**config.mk**
```make
export PLATFORM = sky130hd
export DESIGN_NAME = lif_neuron
export DESIGN_NICKNAME = d
export VERILOG_FILES = /design/src/rtl/snn_pkg.sv /design/src/rtl/lif_sat_add.sv /design/src/rtl/lif_neuron.sv
export SDC_FILE = /design/constraint.sdc
export NUM_CORES = 1
export LEC_CHECK = 0
export CAP_MARGIN = 5
export CELL_PAD_IN_SITES_DETAIL_PLACEMENT = 2
export CELL_PAD_IN_SITES_GLOBAL_PLACEMENT = 2
export CORE_UTILIZATION = 41
export DETAILED_ROUTE_END_ITERATION = 10
export DONT_BUFFER_PORTS = 1
export PLACE_DENSITY_LB_ADDON = 0.1
export SETUP_SLACK_MARGIN = 0.5
export SLEW_MARGIN = 20
export SYNTH_ARGS = -nofsm -noshare
export SYNTH_HDL_FRONTEND = slang
export SYNTH_SLANG_ARGS = --single-unit
```
**constraint.sdc**
```tcl
create_clock -name clk -period 6.5 [get_ports clk]
set_clock_uncertainty 0.1 [all_clocks]
set_input_delay 1.3 -clock clk [delete_from_list [all_inputs] [get_ports clk]]
set_output_delay 1.3 -clock clk [all_outputs]
set_load 0.005 [all_outputs]
```
**src/rtl/snn_pkg.sv**
```systemverilog
// Shared FSM encoding and default constants for the spiking-neuron blocks.
package snn_pkg;

  typedef enum logic {
    ST_INTEG   = 1'b0,
    ST_REFRACT = 1'b1
  } lif_state_e;

  localparam int DEF_WIDTH         = 8;
  localparam int DEF_POT_WIDTH     = 12;
  localparam int DEF_THRESH        = 64;
  localparam int DEF_LEAK_SHIFT    = 3;
  localparam int DEF_V_FLOOR       = -128;
  localparam int DEF_REFRACT_STEPS = 2;
  localparam int CNT_WIDTH         = 4;

endpackage

```
**src/rtl/lif_sat_add.sv**
```systemverilog
// Combinational leak-subtract, sign-extended add and clamp of the membrane potential.
module lif_sat_add #(
  parameter int WIDTH      = snn_pkg::DEF_WIDTH,
  parameter int POT_WIDTH  = snn_pkg::DEF_POT_WIDTH,
  parameter int LEAK_SHIFT = snn_pkg::DEF_LEAK_SHIFT,
  parameter int V_FLOOR    = snn_pkg::DEF_V_FLOOR
) (
  input  logic signed [POT_WIDTH-1:0] v_i,
  input  logic signed [WIDTH-1:0]     sum_i,
  output logic signed [POT_WIDTH-1:0] v_o
);

  localparam int EW = POT_WIDTH + 2;

  // Two guard bits keep V - leak + sum from wrapping before the clamp sees it.
  localparam logic signed [EW-1:0] V_MAX = {3'b000, {(POT_WIDTH-1){1'b1}}};
  localparam logic signed [EW-1:0] V_MIN = EW'(V_FLOOR);

  logic signed [EW-1:0] v_ext;
  logic signed [EW-1:0] sum_ext;
  logic signed [EW-1:0] leak;
  logic signed [EW-1:0] raw;

  assign v_ext   = {{2{v_i[POT_WIDTH-1]}}, v_i};
  assign sum_ext = {{(EW-WIDTH){sum_i[WIDTH-1]}}, sum_i};
  assign leak    = v_ext >>> LEAK_SHIFT;
  assign raw     = v_ext - leak + sum_ext;

  always_comb begin
    if (raw > V_MAX)      v_o = V_MAX[POT_WIDTH-1:0];
    else if (raw < V_MIN) v_o = V_MIN[POT_WIDTH-1:0];
    else                  v_o = raw[POT_WIDTH-1:0];
  end

endmodule

```
**src/rtl/lif_neuron.sv**
```systemverilog
// Leaky integrate-and-fire neuron: integrates MAC sums, fires at threshold, then
// discards a fixed number of valid steps before integrating again.
module lif_neuron
  import snn_pkg::*;
#(
  parameter int WIDTH         = DEF_WIDTH,
  parameter int POT_WIDTH     = DEF_POT_WIDTH,
  parameter int THRESH        = DEF_THRESH,
  parameter int V_FLOOR       = DEF_V_FLOOR,
  parameter int LEAK_SHIFT    = DEF_LEAK_SHIFT,
  parameter int REFRACT_STEPS = DEF_REFRACT_STEPS
) (
  input  logic                        clk,
  input  logic                        rst,
  input  logic signed [WIDTH-1:0]     sumIn,
  input  logic                        sumValid,
  input  logic                        neuronClr,
  output logic                        spikeOut,
  output logic signed [POT_WIDTH-1:0] potOut,
  output logic                        inRefract
);

  localparam logic signed [POT_WIDTH-1:0] THRESH_P     = POT_WIDTH'(THRESH);
  localparam logic [CNT_WIDTH-1:0]        REFRACT_INIT = CNT_WIDTH'(REFRACT_STEPS);
  localparam bit                          HAS_REFRACT  = (REFRACT_STEPS > 0);

  lif_state_e                  state_q, state_d;
  logic signed [POT_WIDTH-1:0] v_q, v_d;
  logic [CNT_WIDTH-1:0]        cnt_q, cnt_d;
  logic                        spike_q, spike_d;

  logic signed [POT_WIDTH-1:0] v_next;
  logic                        fire;

  lif_sat_add #(
    .WIDTH     (WIDTH),
    .POT_WIDTH (POT_WIDTH),
    .LEAK_SHIFT(LEAK_SHIFT),
    .V_FLOOR   (V_FLOOR)
  ) u_sat_add (
    .v_i  (v_q),
    .sum_i(sumIn),
    .v_o  (v_next)
  );

  assign fire = (v_next >= THRESH_P);

  // NOTE: sequential state uses non-blocking assignments so every register
  // samples the pre-edge values regardless of statement order.
  always_ff @(posedge clk or posedge rst) begin
    if (rst) begin
      state_q <= ST_INTEG;
      v_q     <= '0;
      cnt_q   <= '0;
      spike_q <= 1'b0;
    end else begin
      state_q <= state_d;
      v_q     <= v_d;
      cnt_q   <= cnt_d;
      spike_q <= spike_d;
    end
  end

  // NOTE: every combinational output gets a default first so no path
  // through the case/if tree can infer a latch.
  always_comb begin
    state_d = state_q;
    if (neuronClr) begin
      state_d = ST_INTEG;
    end else if (sumValid) begin
      unique case (state_q)
        ST_INTEG:   if (fire && HAS_REFRACT) state_d = ST_REFRACT;
        ST_REFRACT: if (cnt_q <= CNT_WIDTH'(1)) state_d = ST_INTEG;
        default:    state_d = ST_INTEG;
      endcase
    end
  end

  always_comb begin
    v_d     = v_q;
    cnt_d   = cnt_q;
    spike_d = 1'b0;
    if (neuronClr) begin
      v_d   = '0;
      cnt_d = '0;
    end else if (sumValid) begin
      unique case (state_q)
        ST_INTEG: begin
          if (fire) begin
            v_d     = '0;
            spike_d = 1'b1;
            cnt_d   = REFRACT_INIT;
          end else begin
            v_d = v_next;
          end
        end
        ST_REFRACT: begin
          v_d   = '0;
          cnt_d = (cnt_q == '0) ? '0 : cnt_q - CNT_WIDTH'(1);
        end
        default: begin
          v_d   = '0;
          cnt_d = '0;
        end
      endcase
    end
  end

  assign spikeOut  = spike_q;
  assign potOut    = v_q;
  assign inRefract = (state_q == ST_REFRACT);

endmodule

```
==> results of run 1 <==
## worst max-delay path: stages
cell	delay (ns)
sky130_fd_sc_hd__fa_1	0.55
sky130_fd_sc_hd__inv_1	0.06
sky130_fd_sc_hd__fa_1	0.47
sky130_fd_sc_hd__and2b_1	0.28
sky130_fd_sc_hd__o2111ai_2	0.19
sky130_fd_sc_hd__a211oi_1	0.38
sky130_fd_sc_hd__or3_1	0.19
sky130_fd_sc_hd__nand4_1	0.08
sky130_fd_sc_hd__or3_1	0.33
sky130_fd_sc_hd__o22a_4	0.31
sky130_fd_sc_hd__o21ai_2	0.16
## worst max path at each step
stage                  start        end  slack [ns]  cells after the start
global placement    sumIn[1]  potOut[4]        2.09                     11
CTS                 sumIn[1]  potOut[2]        2.26                     11
global route        sumIn[7]  potOut[2]        2.07                     12
floorplan           sumIn[1]  potOut[3]        2.37                     11
detailed placement  sumIn[1]  potOut[2]        1.99                     11
finish              sumIn[1]  potOut[2]        2.26                     11
## cell usage in the layout, fill, tap and decap left out, types with 4 or more instances in the layout
master and count:
sky130_fd_sc_hd__a21o_1 6, sky130_fd_sc_hd__a21oi_1 11, sky130_fd_sc_hd__dfrtp_1 18, sky130_fd_sc_hd__fa_1 11
sky130_fd_sc_hd__ha_1 16, sky130_fd_sc_hd__inv_1 46, sky130_fd_sc_hd__nand2_1 30, sky130_fd_sc_hd__nand3_1 4
sky130_fd_sc_hd__nor2_1 13, sky130_fd_sc_hd__nor3_1 7, sky130_fd_sc_hd__o21ai_2 7, sky130_fd_sc_hd__xor2_1 4
## area by class of cell
| type | count | area share |
|---|---|---|
| flip-flops and latches | 18 | 0.2180 |
| multi-input cells | 169 | 0.6469 |
| inverters | 46 | 0.08359 |
| clock buffers | 3 | 0.01999 |
| well taps | 52 | 0.03150 |
## metrics by stage
step | cell area (um2) | setup slack, ns | instances
finish | 2066 | 2.264 | 288
floorplan | 1983 | 2.373 | 238
CTS | 2066 | 2.259 | 288
detailed placement | 2024 | 1.988 | 285
global route | 2066 | 2.071 | 288
global placement | 2024 | 2.093 | 285
## power groups by stage
stage | registers [mW] | logic [mW] | clock network, mW
2_1_floorplan | 0.164 | 0.799 | 0
3_3_place_gp | 0.178 | 0.975 | 0
3_5_place_dp | 0.182 | 1.03 | 0
4_1_cts | 0.180 | 1.04 | 0.0806
5_1_grt | 0.183 | 1.15 | 0.0855
6_report | 0.179 | 1.03 | 0.0780
## per-layer routing
layer / part of all wire / GRT usage / vias to the layer above
li1: - / - / 797
met1: 0.47 / 0.3067 / 810
met2: 0.50 / 0.4222 / 26
met3: 0.025 / 0.03516 / 4
met4: 0.0057 / 0.02179 / 0
met5: 0 / 0 / -
## sequential cells by signal (all words and copies together), names as in the netlist
| signal | flops |
|---|---|
| inRefract | 1 |
| spikeOut | 1 |
| potOut | 12 |
| cnt_q | 4 |
## logic make-up (layout without fill, tap and decap cells)
| logic type | count (synthesis) | after routing | share of synthesized area |
|---|---|---|---|
| buffers and inverters | 51 | 49 | 0.09905 |
| AOI/OAI and AO/OA | 55 | 55 | 0.2208 |
| muxes | 2 | 2 | 0.01010 |
| xor gates and xnor gates | 8 | 8 | 0.03912 |
| and+or+nand+nor | 77 | 77 | 0.1918 |
| DFF | 18 | 18 | 0.2271 |
| adders and majority gates | 27 | 27 | 0.2120 |
==> results_tabular.tex, run 1 <==
\begin{tabular}{lr}
\hline
Metric & Value \\
\hline
\multicolumn{2}{l}{\textbf{Run status}} \\
Run status & complete, no violations \\
\multicolumn{2}{l}{\textbf{Setup path}} \\
Arrival time of data at the critical path endpoint & 4.32 ns \\
Critical path data required time & 6.58 ns \\
Worst R2R Setup Slack & 2.83 ns \\
Endpoint class of the critical path & flip-flop \\
Critical path peak fanout & 7 \\
Depth of the most critical reg-to-reg path & 12 \\
Worst flop-to-flop path endpoint & potOut[2] \\
Worst setup SP type & primary input \\
Type of the worst setup path & in -> reg \\
Origin of the critical flop-to-flop path & potOut[4] \\
\multicolumn{2}{l}{\textbf{Clock tree}} \\
Clock tree from TritonCTS & yes \\
Total CTS buffers & 3 \\
Clock-pin slew of the registers on the worst-case setup and hold paths & 0.07 ns \\
Total of cells resized after clock tree synthesis & 0 \\
H-tree depth reported by CTS & 1 \\
Number of sinks on the clock net & 18 \\
Total setup buffers inserted after CTS & 0 \\
Longest Clk Path Bufs & 2 \\
Clock Latency Late Sink & 0.25 ns \\
Clock root buffer & sky130\_fd\_sc\_hd\_\_clkbuf\_8 \\
Hold buffers post-CTS & 0 \\
\multicolumn{2}{l}{\textbf{Min path}} \\
Worst hold path startpoint & potOut[4] \\
WHS Endpoint & potOut[4] \\
Number of stages on the worst hold path & 2 \\
Worst hold path type & reg -> reg \\
\multicolumn{2}{l}{\textbf{Die}} \\
Num rows & 24 \\
Std-Cell Core Area & 4504 um2 \\
Count of pins on the block boundary & 26 \\
Die outline area & 5119 um2 \\
Die height & 71.55 um \\
Starting density of the core & 0.4403 \\
Die W & 71.55 um \\
\multicolumn{2}{l}{\textbf{Logic synthesis}} \\
Number of flops mapped to enable cells by yosys & 0 \\
Most common cell in the synthesized netlist & sky130\_fd\_sc\_hd\_\_inv\_1 \\
Syn Area/Cell & 8.333 um2 \\
Synth area leaders & sky130\_fd\_sc\_hd\_\_dfrtp\_1, sky130\_fd\_sc\_hd\_\_fa\_1, sky130\_fd\_sc\_hd\_\_ha\_1 \\
Share of synthesized registers carrying an async set or reset & 1.000 \\
Commonest cells in the netlist & sky130\_fd\_sc\_hd\_\_inv\_1, sky130\_fd\_sc\_hd\_\_nand2\_1, sky130\_fd\_sc\_hd\_\_dfrtp\_1 \\
Number of standard cells after synthesis & 238 \\
Syn. warnings & 0 \\
Top flip-flop cell by instance count after synthesis & sky130\_fd\_sc\_hd\_\_dfrtp\_1 \\
Mapped cell area & 1983 um2 \\
Leading area contributor after synthesis & sky130\_fd\_sc\_hd\_\_dfrtp\_1 \\
Count of unique library cells instantiated by Yosys & 53 \\
FF+latch count, synth & 18 \\
Post-Synthesis Net Count & 277 \\
Sequential element share of the synthesized area & 0.2271 \\
Post-synth top area share & 0.2271 \\
\multicolumn{2}{l}{\textbf{Global route}} \\
GRT Overall Usage & 0.2333 \\
Via count of the first global-routing pass & 1808 \\
Number of antenna violations at the first check in global routing & 0 \\
Total overflow reported by the global router & 0 \\
Maximum number of pins on one net before global-route repair & 19 \\
Global-route wire length before repair & 9232 um \\
\multicolumn{2}{l}{\textbf{Route}} \\
Starting DRC count in detailed routing & 27 \\
Final Routed Wirelength & 5566 um \\
Count of TritonRoute iterations in the first routing pass & 4 \\
DRC Markers & 0 \\
Antenna viol nets, final & 0 \\
Total via count after detailed routing & 1637 \\
Average wire per standard cell & 19.33 um \\
Vias per Instance & 5.684 \\
\multicolumn{2}{l}{\textbf{Pwr}} \\
Power after layout & 1.286 mW \\
Switching power share of the total & 0.5549 \\
Proportion of power drawn by the clock network & 0.061 \\
Switching pwr & 0.7136 mW \\
Cell internal pwr & 0.5723 mW \\
Leak pwr & 1.021 nW \\
Power density over cell area & 622.5 nW/um2 \\
IR Drop Worst-Case VDD & 0.3316 mV \\
Share of power burned in registers & 0.139 \\
Combinational share of power & 0.800 \\
\multicolumn{2}{l}{\textbf{Timing}} \\
Endpoints failing setup & 0 \\
Worst slew margin & 0.3907 \\
Total negative setup slack & 0 ns \\
Crit share post-route & 0.6517 \\
Transition time of the tightest slew-check pin & 0.9105 ns \\
Max-slew violation total from the final report & 0 \\
Final hold viol count & 0 \\
Highest achievable clock rate & 236.1 MHz \\
Min Hold Slack & 0.4710 ns \\
Shortest period the worst path allows & 4.236 ns \\
RSZ-0062 raised after global routing & no \\
\multicolumn{2}{l}{\textbf{Finish}} \\
Area taken by flip-flops and latches & 450.4 um2 \\
Count of fill cells added during filler insertion & 507 \\
Layout overhead on the synthesized area & 4.164\% \\
Number of nets in the layout & 277 \\
Number of inserted diodes & 0 \\
Share of final-layout standard cells stronger than drive strength 1 & 0.09746 \\
Area of the multi-input gates & 1336 um2 \\
Share of the core filled with cells & 0.4586 \\
\multicolumn{2}{l}{\textbf{Place}} \\
Hpwl dp & 4656 um \\
Routability cong. & 0.8979 \\
IO buf count & 0 \\
\multicolumn{2}{l}{\textbf{Run}} \\
Maximum Capacitance Violations & 0 \\
\hline
\end{tabular}
Power figures use the tool's default switching activity.
==> run 2, diff against run 1 <==
--- a/config.mk
+++ b/config.mk
@@ -8,7 +8,7 @@
 export CAP_MARGIN = 5
 export CELL_PAD_IN_SITES_DETAIL_PLACEMENT = 2
 export CELL_PAD_IN_SITES_GLOBAL_PLACEMENT = 2
-export CORE_UTILIZATION = 41
+export CORE_UTILIZATION = 35
 export DETAILED_ROUTE_END_ITERATION = 10
 export DONT_BUFFER_PORTS = 1
 export PLACE_DENSITY_LB_ADDON = 0.1
==> constraint.sdc (replaced) <==
create_clock -name clk -period 3.5 [get_ports clk]
set_clock_uncertainty 0.1 [all_clocks]
set_input_delay 0.7 -clock clk [delete_from_list [all_inputs] [get_ports clk]]
set_output_delay 0.7 -clock clk [all_outputs]
set_load 0.005 [all_outputs]
==> results_tabular.tex, run 2 (synthesis results as in run 1) <==
\begin{tabular}{lr}
\hline
Metric & Value \\
\hline
\multicolumn{2}{l}{\textbf{Run status}} \\
Run status & complete, no violations (unchanged) \\
\multicolumn{2}{l}{\textbf{Setup path}} \\
Worst setup SP type & flip-flop (was primary input) \\
Worst flop-to-flop path endpoint & potOut[0] (was potOut[2]) \\
Top delay family on crit path & compound AO/OA/AOI/OAI gates (unchanged) \\
Type of the worst setup path & reg -> reg (was in -> reg) \\
Stage delay of the slowest cell on the critical path & 0.53 ns (was 0.55 ns) \\
Number of buffer and inverter instances along the worst setup path & 3 (was 1) \\
Worst R2R Setup Slack & 0.04 ns (was 2.83 ns) \\
Endpoint class of the critical path & flip-flop (unchanged) \\
Critical path data required time & 3.59 ns (was 6.58 ns) \\
Depth of the most critical reg-to-reg path & 13 (was 12) \\
Origin of the critical flop-to-flop path & potOut[4] (unchanged) \\
Cells along the critical path & inv\_2 -> fa\_1 -> inv\_1 -> ha\_4 -> a21o\_1 -> a21oi\_4 -> a31oi\_1 -> a211o\_1 -> nor4\_2 -> buf\_4 -> nand2\_2 -> o22a\_4 -> o21ai\_2 (was fa\_1 -> inv\_1 -> fa\_1 -> and2b\_1 -> o2111ai\_2 -> a211oi\_1 -> or3\_1 -> nand4\_1 -> or3\_1 -> o22a\_4 -> o21ai\_2) \\
Critical path peak fanout & 7 (unchanged) \\
Arrival time of data at the critical path endpoint & 3.55 ns (was 4.32 ns) \\
Highest-delay cell along the critical path & sky130\_fd\_sc\_hd\_\_fa\_1 (unchanged) \\
\multicolumn{2}{l}{\textbf{Route}} \\
DRC Markers & 0 (unchanged) \\
Topmost layer with routed signal wires & met4 (unchanged) \\
Count of TritonRoute iterations in the first routing pass & 4 (unchanged) \\
Wire length on met1 & 3019 um (was 2595 um) \\
Final Routed Wirelength & 6929 um (was 5566 um) \\
Routed wire length on met3 & 190 um (was 140 um) \\
Average wire per standard cell & 19.91 um (was 19.33 um) \\
Antenna viol nets, final & 0 (unchanged) \\
Starting DRC count in detailed routing & 39 (was 27) \\
Total via count after detailed routing & 1836 (was 1637) \\
Vias per Instance & 5.276 (was 5.684) \\
Met2 layer wire length in the routed design & 3610 um (was 2798 um) \\
\multicolumn{2}{l}{\textbf{Timing}} \\
Crit share post-route & 0.9880 \\
Highest achievable clock rate & 289.2 MHz \\
Endpoints failing setup & 0 (unchanged) \\
Worst slew margin & 0.4056 (was 0.3907) \\
Min Hold Slack & 0.3362 ns (was 0.4710 ns) \\
Total negative setup slack & 0 ns (unchanged) \\
Transition time of the tightest slew-check pin & 0.8883 ns (was 0.9105 ns) \\
Max-slew violation total from the final report & 0 (unchanged) \\
Final hold viol count & 0 (unchanged) \\
RSZ-0062 raised after global routing & yes (was no) \\
Shortest period the worst path allows & 3.458 ns \\
\multicolumn{2}{l}{\textbf{Clock tree}} \\
Longest Clk Path Bufs & 2 (unchanged) \\
Number of sinks on the clock net & 18 (unchanged) \\
Clock Latency Late Sink & 0.26 ns (was 0.25 ns) \\
H-tree depth reported by CTS & 1 (unchanged) \\
Clock root buffer & sky130\_fd\_sc\_hd\_\_clkbuf\_8 (unchanged) \\
Clock-pin slew of the registers on the worst-case setup and hold paths & 0.07 ns (about the same) \\
Clock tree from TritonCTS & yes (unchanged) \\
Total CTS buffers & 3 (unchanged) \\
Hold buffers post-CTS & 0 (unchanged) \\
\multicolumn{2}{l}{\textbf{Place}} \\
Hpwl dp & 5177 um (was 4656 um) \\
IO buf count & 0 (unchanged) \\
Routability cong. & 0.8257 (was 0.8979) \\
\multicolumn{2}{l}{\textbf{Finish}} \\
Commonest cells after routing, fill and taps aside & sky130\_fd\_sc\_hd\_\_inv\_1, sky130\_fd\_sc\_hd\_\_buf\_4, sky130\_fd\_sc\_hd\_\_nand2\_1, sky130\_fd\_sc\_hd\_\_dfrtp\_1, sky130\_fd\_sc\_hd\_\_nor2\_1 (was sky130\_fd\_sc\_hd\_\_inv\_1, sky130\_fd\_sc\_hd\_\_nand2\_1, sky130\_fd\_sc\_hd\_\_dfrtp\_1, sky130\_fd\_sc\_hd\_\_ha\_1, sky130\_fd\_sc\_hd\_\_nor2\_1) \\
Number of inserted diodes & 0 (unchanged) \\
Share of final-layout standard cells stronger than drive strength 1 & 0.3877 (was 0.09746) \\
Number of nets in the layout & 316 (was 277) \\
Max FFs per register & 12 (unchanged) \\
Share of the core filled with cells & 0.4863 (was 0.4586) \\
Layout overhead on the synthesized area & 34.20\% (was 4.164\%) \\
\multicolumn{2}{l}{\textbf{Die}} \\
Starting density of the core & 0.3624 (was 0.4403) \\
Std-Cell Core Area & 5473 um2 (was 4504 um2) \\
Die W & 77.28 um (was 71.55 um) \\
Count of pins on the block boundary & 26 (unchanged) \\
Die height & 77.28 um (was 71.55 um) \\
Die outline area & 5971 um2 (was 5119 um2) \\
Num rows & 27 (was 24) \\
\multicolumn{2}{l}{\textbf{Global route}} \\
Number of antenna violations at the first check in global routing & 0 (unchanged) \\
Maximum number of pins on one net before global-route repair & 19 (unchanged) \\
GRT Overall Usage & 0.2277 (was 0.2333) \\
Global-route wire length before repair & 10650 um (was 9232 um) \\
Total overflow reported by the global router & 0 (unchanged) \\
Via count of the first global-routing pass & 2124 (was 1808) \\
\multicolumn{2}{l}{\textbf{Min path}} \\
Worst hold path type & in -> async (was reg -> reg) \\
\multicolumn{2}{l}{\textbf{Run}} \\
Maximum Capacitance Violations & 0 (unchanged) \\
\hline
\end{tabular}
## run 2: per-stage QoR
| stage | cells | setup WS (ns) | instance area, um2 |
|---|---|---|---|
| 2_1_floorplan | 238 | 0.1053 | 2047 |
| 3_3_place_gp | 333 | -0.06236 | 2317 |
| 3_5_place_dp | 333 | -0.1624 | 2317 |
| 4_1_cts | 342 | 0.1230 | 2500 |
| 5_1_grt | 348 | -0.1184 | 2661 |
| 6_report | 348 | 0.04213 | 2661 |
## run 2: area by class of cell
cell class              count  area [um2]
fillers                   587        2811
multi-input cells         169        1590
flip-flops and latches     18       452.9
repair buffers             39       296.5
inverters                  46       176.4
well taps                  72       90.09
clock buffers               4       55.05
## run 2: layer usage
metal / vias to the layer above / global-route usage
li1: 877 / -
met1: 913 / 0.2755
met2: 34 / 0.4327
met3: 12 / 0.03452
met4: 0 / 0.02075
met5: - / 0
## run 2: timing repair
item	in CTS	in global routing
pin swaps	11	13
setup endpoints to repair	18	18
setup buffers	5	6
resized for setup	26	23
## run 2: worst max-delay path by stage
| stage | from | endpoint | slack [ns] | cells past startpoint |
|---|---|---|---|---|
| final | potOut[4] | potOut[0] | 0.04 | 13 |
| after global routing | potOut[4] | potOut[0] | -0.12 | 13 |
| after CTS | potOut[4] | potOut[0] | 0.12 | 12 |
| after detailed placement | sumIn[1] | potOut[6] | -0.16 | 11 |
| after global placement | sumIn[7] | potOut[0] | -0.06 | 12 |
| after floorplan | sumIn[7] | potOut[0] | 0.11 | 13 |
Power of run 2 is not shown: default switching activity piles up to over one toggle a cycle in this logic, so the estimate is an artifact.
==> run 3, diff against run 2 <==
--- a/config.mk
+++ b/config.mk
@@ -9,6 +9,7 @@
 export CELL_PAD_IN_SITES_DETAIL_PLACEMENT = 2
 export CELL_PAD_IN_SITES_GLOBAL_PLACEMENT = 2
 export CORE_UTILIZATION = 35
+export CTS_CLUSTER_SIZE = 40
 export DETAILED_ROUTE_END_ITERATION = 10
 export DONT_BUFFER_PORTS = 1
 export PLACE_DENSITY_LB_ADDON = 0.1
==> results of run 3 <==
No change in the layout: final DEF, timing and power equal those of run 2.
Power of run 3 is left out for the same reason.
